===== src/rtl/video_fb_reader.sv =====
// Frame-buffer reader: streams H_DISPLAY x V_DISPLAY words from Avalon-MM memory
// into a first-word-fall-through pixel FIFO with start-of-frame / end-of-line flags.
module video_fb_reader #(
  parameter int AVS_DW     = 16,
  parameter int AVS_AW     = 25,
  parameter int H_DISPLAY  = 640,
  parameter int V_DISPLAY  = 480,
  parameter int BASE_ADDR  = 0,
  parameter int FIFO_DEPTH = 32
) (
  input  logic              sys_clk,
  input  logic              sys_rst,
  input  logic              enable,
  output logic [AVS_AW-1:0] avm_address,
  output logic              avm_read,
  input  logic              avm_waitrequest,
  input  logic [AVS_DW-1:0] avm_readdata,
  input  logic              avm_readdatavalid,
  output logic              dst_vld,
  input  logic              dst_rdy,
  output logic [AVS_DW-1:0] dst_data,
  output logic              dst_sof,
  output logic              dst_eol,
  output logic              busy,
  output logic              overflow
);

  localparam int FAW = $clog2(FIFO_DEPTH);
  localparam int CW  = FAW + 1;
  localparam int PIX = H_DISPLAY * V_DISPLAY;
  localparam int RW  = (PIX > 1) ? $clog2(PIX) : 1;
  localparam int XW  = (H_DISPLAY > 1) ? $clog2(H_DISPLAY) : 1;
  localparam int YW  = (V_DISPLAY > 1) ? $clog2(V_DISPLAY) : 1;
  localparam logic [AVS_AW-1:0] BASE     = AVS_AW'(BASE_ADDR);
  localparam logic [RW-1:0]     REQ_LAST = RW'(PIX - 1);
  localparam logic [XW-1:0]     X_LAST   = XW'(H_DISPLAY - 1);
  localparam logic [YW-1:0]     Y_LAST   = YW'(V_DISPLAY - 1);
  localparam logic [CW-1:0]     DEPTH_C  = CW'(FIFO_DEPTH);

  typedef enum logic [1:0] {
    IDLE  = 2'd0,
    FETCH = 2'd1,
    DRAIN = 2'd2
  } state_t;

  state_t            state_r;
  state_t            state_next_s;
  logic              avm_read_r;
  logic [AVS_AW-1:0] avm_address_r;
  logic [RW-1:0]     req_cnt_r;
  logic [CW-1:0]     out_r;
  logic [CW-1:0]     fifo_cnt_r;
  logic [FAW-1:0]    wr_ptr_r;
  logic [FAW-1:0]    rd_ptr_r;
  logic [AVS_DW-1:0] mem_r [FIFO_DEPTH];
  logic [XW-1:0]     x_r;
  logic [YW-1:0]     y_r;
  logic              overflow_r;

  logic              busy_s;
  logic              dst_vld_s;
  logic              dst_sof_s;
  logic              dst_eol_s;
  logic              pop_s;
  logic              flush_s;
  logic              full_s;
  logic              data_in_s;
  logic              push_s;
  logic              ovf_set_s;
  logic              accept_s;
  logic              ret_s;
  logic [CW-1:0]     fifo_cnt_next_s;
  logic [CW-1:0]     out_next_s;
  logic [CW:0]       credit_s;
  logic              read_next_s;

  // State register
  always_ff @(posedge sys_clk) begin
    if (!sys_rst) begin
      state_r <= IDLE;
    end else begin
      state_r <= state_next_s;
    end
  end

  // Next-state logic; DRAIN waits for a stalled request and every outstanding return
  always_comb begin
    state_next_s = state_r;
    case (state_r)
      IDLE: begin
        if (enable) state_next_s = FETCH;
        else        state_next_s = IDLE;
      end
      FETCH: begin
        if (!enable) state_next_s = DRAIN;
        else         state_next_s = FETCH;
      end
      DRAIN: begin
        if (!avm_read_r && (out_r == CW'(0))) state_next_s = IDLE;
        else                                   state_next_s = DRAIN;
      end
      default: state_next_s = IDLE;
    endcase
  end

  // Output and datapath control decode
  always_comb begin
    busy_s    = (state_r != IDLE);
    dst_vld_s = (fifo_cnt_r != CW'(0));
    dst_sof_s = dst_vld_s & (x_r == XW'(0)) & (y_r == YW'(0));
    dst_eol_s = dst_vld_s & (x_r == X_LAST);
    pop_s     = dst_vld_s & dst_rdy;
    flush_s   = (state_r == DRAIN) | (state_next_s == DRAIN);
    full_s    = (fifo_cnt_r == DEPTH_C);
    data_in_s = avm_readdatavalid & (state_r == FETCH) & ~flush_s;
    push_s    = data_in_s & (~full_s | pop_s);
    ovf_set_s = data_in_s & full_s & ~pop_s;
    accept_s  = avm_read_r & ~avm_waitrequest;
    // Stray returns with nothing outstanding must not wrap the counter
    ret_s     = avm_readdatavalid & (state_r != IDLE) & (out_r != CW'(0));
    if (flush_s) begin
      fifo_cnt_next_s = CW'(0);
    end else begin
      fifo_cnt_next_s = fifo_cnt_r + CW'(push_s) - CW'(pop_s);
    end
    case ({accept_s, ret_s})
      2'b10:   out_next_s = out_r + CW'(1);
      2'b01:   out_next_s = out_r - CW'(1);
      default: out_next_s = out_r;
    endcase
    // A new request is issued only if its return is guaranteed a FIFO slot
    credit_s = {1'b0, fifo_cnt_next_s} + {1'b0, out_next_s};
    if (avm_read_r && avm_waitrequest) begin
      read_next_s = 1'b1;
    end else if ((state_next_s == FETCH) && (credit_s < {1'b0, DEPTH_C})) begin
      read_next_s = 1'b1;
    end else begin
      read_next_s = 1'b0;
    end
  end

  // Avalon request address, frame request count and outstanding count
  always_ff @(posedge sys_clk) begin
    if (!sys_rst) begin
      avm_read_r    <= 1'b0;
      avm_address_r <= BASE;
      req_cnt_r     <= RW'(0);
      out_r         <= CW'(0);
    end else begin
      avm_read_r <= read_next_s;
      out_r      <= out_next_s;
      if (state_r == IDLE) begin
        avm_address_r <= BASE;
        req_cnt_r     <= RW'(0);
      end else if (accept_s) begin
        if (req_cnt_r == REQ_LAST) begin
          avm_address_r <= BASE;
          req_cnt_r     <= RW'(0);
        end else begin
          avm_address_r <= avm_address_r + AVS_AW'(1);
          req_cnt_r     <= req_cnt_r + RW'(1);
        end
      end else begin
        avm_address_r <= avm_address_r;
        req_cnt_r     <= req_cnt_r;
      end
    end
  end

  // Pixel storage; contents are don't-care while the count is zero
  always_ff @(posedge sys_clk) begin
    if (push_s) begin
      mem_r[wr_ptr_r] <= avm_readdata;
    end
  end

  // FIFO pointers, raster position and sticky overflow
  always_ff @(posedge sys_clk) begin
    if (!sys_rst) begin
      fifo_cnt_r <= CW'(0);
      wr_ptr_r   <= FAW'(0);
      rd_ptr_r   <= FAW'(0);
      x_r        <= XW'(0);
      y_r        <= YW'(0);
      overflow_r <= 1'b0;
    end else begin
      fifo_cnt_r <= fifo_cnt_next_s;
      if (flush_s) begin
        wr_ptr_r <= FAW'(0);
        rd_ptr_r <= FAW'(0);
      end else begin
        wr_ptr_r <= wr_ptr_r + FAW'(push_s);
        rd_ptr_r <= rd_ptr_r + FAW'(pop_s);
      end
      if (state_r == DRAIN) begin
        x_r <= XW'(0);
        y_r <= YW'(0);
      end else if (pop_s) begin
        if (x_r == X_LAST) begin
          x_r <= XW'(0);
          y_r <= (y_r == Y_LAST) ? YW'(0) : y_r + YW'(1);
        end else begin
          x_r <= x_r + XW'(1);
        end
      end
      if (ovf_set_s) begin
        overflow_r <= 1'b1;
      end
    end
  end

  assign avm_address = avm_address_r;
  assign avm_read    = avm_read_r;
  assign dst_vld     = dst_vld_s;
  assign dst_data    = mem_r[rd_ptr_r];
  assign dst_sof     = dst_sof_s;
  assign dst_eol     = dst_eol_s;
  assign busy        = busy_s;
  assign overflow    = overflow_r;

endmodule


===== config.mk =====
export PLATFORM = sky130hd
export DESIGN_NAME = video_fb_reader
export DESIGN_NICKNAME = d
export VERILOG_FILES = /design/src/rtl/video_fb_reader.sv
export SDC_FILE = /design/constraint.sdc
export NUM_CORES = 1
export LEC_CHECK = 0
export BUFFER_PORTS_ARGS = -buffer_cell sky130_fd_sc_hd__buf_2
export CORE_ASPECT_RATIO = 0.75
export CORE_MARGIN = 2
export CORE_UTILIZATION = 62
export CTS_CLUSTER_DIAMETER = 60
export DETAILED_ROUTE_END_ITERATION = 12
export PLACE_DENSITY = 0.77
export SLEW_MARGIN = 30
export SYNTH_ARGS = -nofsm -noshare
export SYNTH_HDL_FRONTEND = slang
export SYNTH_SLANG_ARGS = --single-unit

===== constraint.sdc =====
create_clock -name sys_clk -period 3.9 [get_ports sys_clk]
set_input_delay 0 -clock sys_clk [delete_from_list [all_inputs] [get_ports sys_clk]]
set_output_delay 0 -clock sys_clk [all_outputs]
set_load 0.02 [all_outputs]

==> reports/metrics.yaml <==
drt:
  routed_via_density: 6.25
  wl_per_cell_um: 24.3
  routed_wl_mm: 53.1
  drtIter0Drc: 1729
  route.vias.total: 13600
  detail_route.first_pass.iterations: 5
  ant_nets: 0
  drc: 0
floorplan:
  die-area_mm2: 0.0409
  core_mm2: 0.0385
  die_x_um: 233
  io_pins: 69
  chipHeight_um: 176
  num_rows: 62
  start_util_pct: 63.3
sta:
  finalCritPeriodShare_pct: 89.0
  setup_violations: 0
  fin_skew_ns: 0.0189
  worst_pin_slew_ns: 0.993
  fin_tns_setup_ns: 0
  slew_violations: 0
  finalCriticalPeriod_ns: 3.47
  hold_viol: 0
  setup_ws_ns: 0.427
  timing.slew.headroom_pct: 33.7
  rsz0062_at_grt: "no"
  max_freq_mhz: 288
yosys:
  seq_area_frac_synth_pct: 70.5
  syn-num-nets: 1550
  ys_seq_elements: 601
  ys_warn_count: 0
  synthCells: 1498
  yosys.cell_types.count: 61
  synth_flop_cell: "edfxtp_1"
  avgSynthCellArea_um2: 16.3
  syn-cell-area_mm2: 0.0243
  synth_edf_count: 512
  synthArstFlopShare_pct: 0
critical_path:
  slowest_delay_ns: 0.40
  worstPathArrival_ns: 3.97
  rrSetupSlack_ns: 0.43
  required_ns: 4.40
  r2r_start: "fifo_cnt_r[4]"
  crit_path_end: "avm_read"
  path_max_fanout: 5
  crit_path_start_kind: "register"
  crit_start: "fifo_cnt_r[4]"
  crit_type: "reg2reg"
  r2r_end: "avm_read"
  worst_path_dominant_cell_family: "adder cells"
  crit_chain: "inv_1 > ha_1 > o2111a_1 > nor2_1 > inv_1 > ha_1 > inv_1 > ha_1 > inv_1 > fa_1 > xor2_1 > nor2_1 > ha_1 > o21a_1 > a221o_1 > a211oi_1"
  cp_num_cells: 16
  worst_setup_path_end_kind: "register"
  crit_buf_inv: 4
  crit_slowest_cell: "fa_1"
  ff2ff_path_depth: 16
placement:
  portBuffers: 68
  dp_slack_ns: 0.464
  hpwlAfterDp_mm: 32.0
  globalplace.congestion: 0.840
  dpl_cell_area_mm2: 0.0255
clock_tree:
  clk_pin_slew_ns: 0.06
  cts_tree: "yes"
  numClockSinks: 601
  cts.path.max_buffers: 3
  insertion_delay_ns: 0.59
  numCtsBuffers: 55
  postCtsResizedCells: 0
  cts_max_level: 2
  cts_root_buf: "clkbuf_16"
global_routing:
  antenna_found_initial: 2
  grt_overflow: 0
  track_usage_pct: 26.7
  grt_pass1_wl_mm: 81.1
  grt_max_degree: 51
  grt_pass1_vias: 13500
min_path:
  min_path_type: "in2reg"
  hold_path_depth: 1
layout:
  stdcell_area_mm2: 0.0275
  antenna_cells: 0
  nets: 1679
  drive_gt1_share_pct: 17.4
  area.growth.synth_to_final_pct: 12.8
run_status:
  status: "finished clean"
pwr:
  p_seq_share_pct: 48.1
  power_per_cell_area_mw_per_mm2: 542
  switchingPower_mw: 3.77
  pwr-share-comb_pct: 16.7
  power.internal_mw: 11.1
  p_sw_share_pct: 25.3
  total_power_mw: 14.9
  ir_drop_mv: 0.400
  p_leak_nw: 8.93
  pwr-share-clk_pct: 35.2
job:
  drv_cap: 0
==> cells by family after synthesis <==
logic type,share of synthesized area (%)
and+or+nand+nor,7.04
buffers and inverters,1.60
xor gates and xnor gates,2.41
AOI/OAI and AO/OA,4.10
DFF,70.5
muxes,12.8
adders and majority gates,1.60
==> sequential cells by signal, summed over array words and instances, names as in the netlist, 5 cells and up <==
register / cells
mem_r: 512
req_cnt_r: 19
x_r: 10
fifo_cnt_r: 6
wr_ptr_r: 5
y_r: 9
out_r: 6
avm_address: 25
rd_ptr_r: 5
==> cell usage in the layout, fill, tap and decap left out, types with 5 or more instances in the layout <==
| cell | synthesis | layout |
|---|---|---|
| a21oi_1 | 24 | 24 |
| a22o_1 | 48 | 48 |
| a31oi_1 | 16 | 16 |
| and2_1 | 11 | 11 |
| and3_1 | 10 | 10 |
| and4_1 | 7 | 7 |
| buf_2 | 29 | 68 |
| buf_4 | 0 | 45 |
| clkbuf_1 | 30 | 14 |
| clkbuf_16 | 0 | 56 |
| clkinv_1 | 0 | 8 |
| clkinv_2 | 0 | 7 |
| dfxtp_1 | 89 | 86 |
| dlygate4sd3_1 | 0 | 23 |
| edfxtp_1 | 512 | 512 |
| ha_1 | 28 | 28 |
| inv_1 | 22 | 22 |
| mux2i_1 | 166 | 166 |
| mux4_2 | 64 | 64 |
| nand2_1 | 47 | 47 |
| nand3_1 | 38 | 38 |
| nand3b_1 | 5 | 5 |
| nand4_1 | 10 | 10 |
| nor2_1 | 130 | 121 |
| nor2_2 | 0 | 9 |
| nor3_1 | 33 | 33 |
| nor3b_1 | 5 | 5 |
| nor4_1 | 12 | 12 |
| o21ai_0 | 8 | 8 |
| o221ai_1 | 16 | 16 |
| xnor2_1 | 42 | 42 |
| xor2_1 | 25 | 25 |
==> synthesized netlist by cell type (12+ instances only) <==
cell	n	area [um2]
nor2_1	130	488
edfxtp_1	512	15400
nor4_1	12	75.1
mux4_2	64	1440
nand3_1	38	190
inv_1	22	82.6
nor3_1	33	165
ha_1	28	350
mux2i_1	166	1660
o221ai_1	16	140
dfxtp_1	89	1780
xnor2_1	42	368
a21oi_1	24	120
a22o_1	48	420
xor2_1	25	219
clkbuf_1	30	113
buf_2	29	145
a31oi_1	16	100
nand2_1	47	176
==> stage by stage <==
stage          utilization (%)  hold slack [ns]  instances
2_1_floorplan                -           0.0989       1498
3_3_place_gp              66.2            0.331       2059
3_5_place_dp              66.2            0.346       2059
4_1_cts                   71.4           0.0196       2182
5_1_grt                   71.4           0.0434       2182
6_report                  71.4           0.0174       2182
==> layout make-up <==
type,instances,area (um2)
Sequential cell,601,17200
Tap cell,512,641
Multi-Input combinational cell,805,6830
Timing Repair Buffer,140,988
Inverter,24,90.1
Clock inverter,23,226
Fill cell,2427,11000
Clock buffer,77,1520
==> what timing repair did <==
item                                   in CTS  in global routing
buffers inserted                            0                  0
endpoints found under the hold margin     457                  0
hold buffers                               23                  0
==> metal layers <==
layer | global-route usage, % | vias to the layer above | wire, um
li1 | - | 6084 | -
met3 | 5.84 | 88 | 5160
met1 | 40.1 | 6833 | 22400
met4 | 6.08 | 0 | 1040
met5 | 0 | - | 0
met2 | 40.7 | 630 | 24500
==> power groups by stage <==
stage | logic, mW | clock network (mW) | registers, mW
global placement | 2.41 | 0 | 7.30
CTS | 2.49 | 5.31 | 7.17
floorplan | 1.83 | 0 | 7.21
detailed placement | 2.44 | 0 | 7.30
finish | 2.49 | 5.24 | 7.16
global route | 2.70 | 5.57 | 7.18
==> worst min path at each step <==
| stage | start | to | slack [ns] |
|---|---|---|---|
| after floorplan | avm_readdata[0] | mem_r[0][0] | 0.1 |
| final | avm_readdata[7] | mem_r[11][7] | 0.02 |
| after global placement | avm_readdatavalid | overflow | 0.33 |
| after global routing | avm_readdata[7] | mem_r[16][7] | 0.04 |
| after CTS | avm_readdata[7] | mem_r[11][7] | 0.02 |
| after detailed placement | avm_readdatavalid | overflow | 0.35 |
Power figures use the tool's default switching activity.
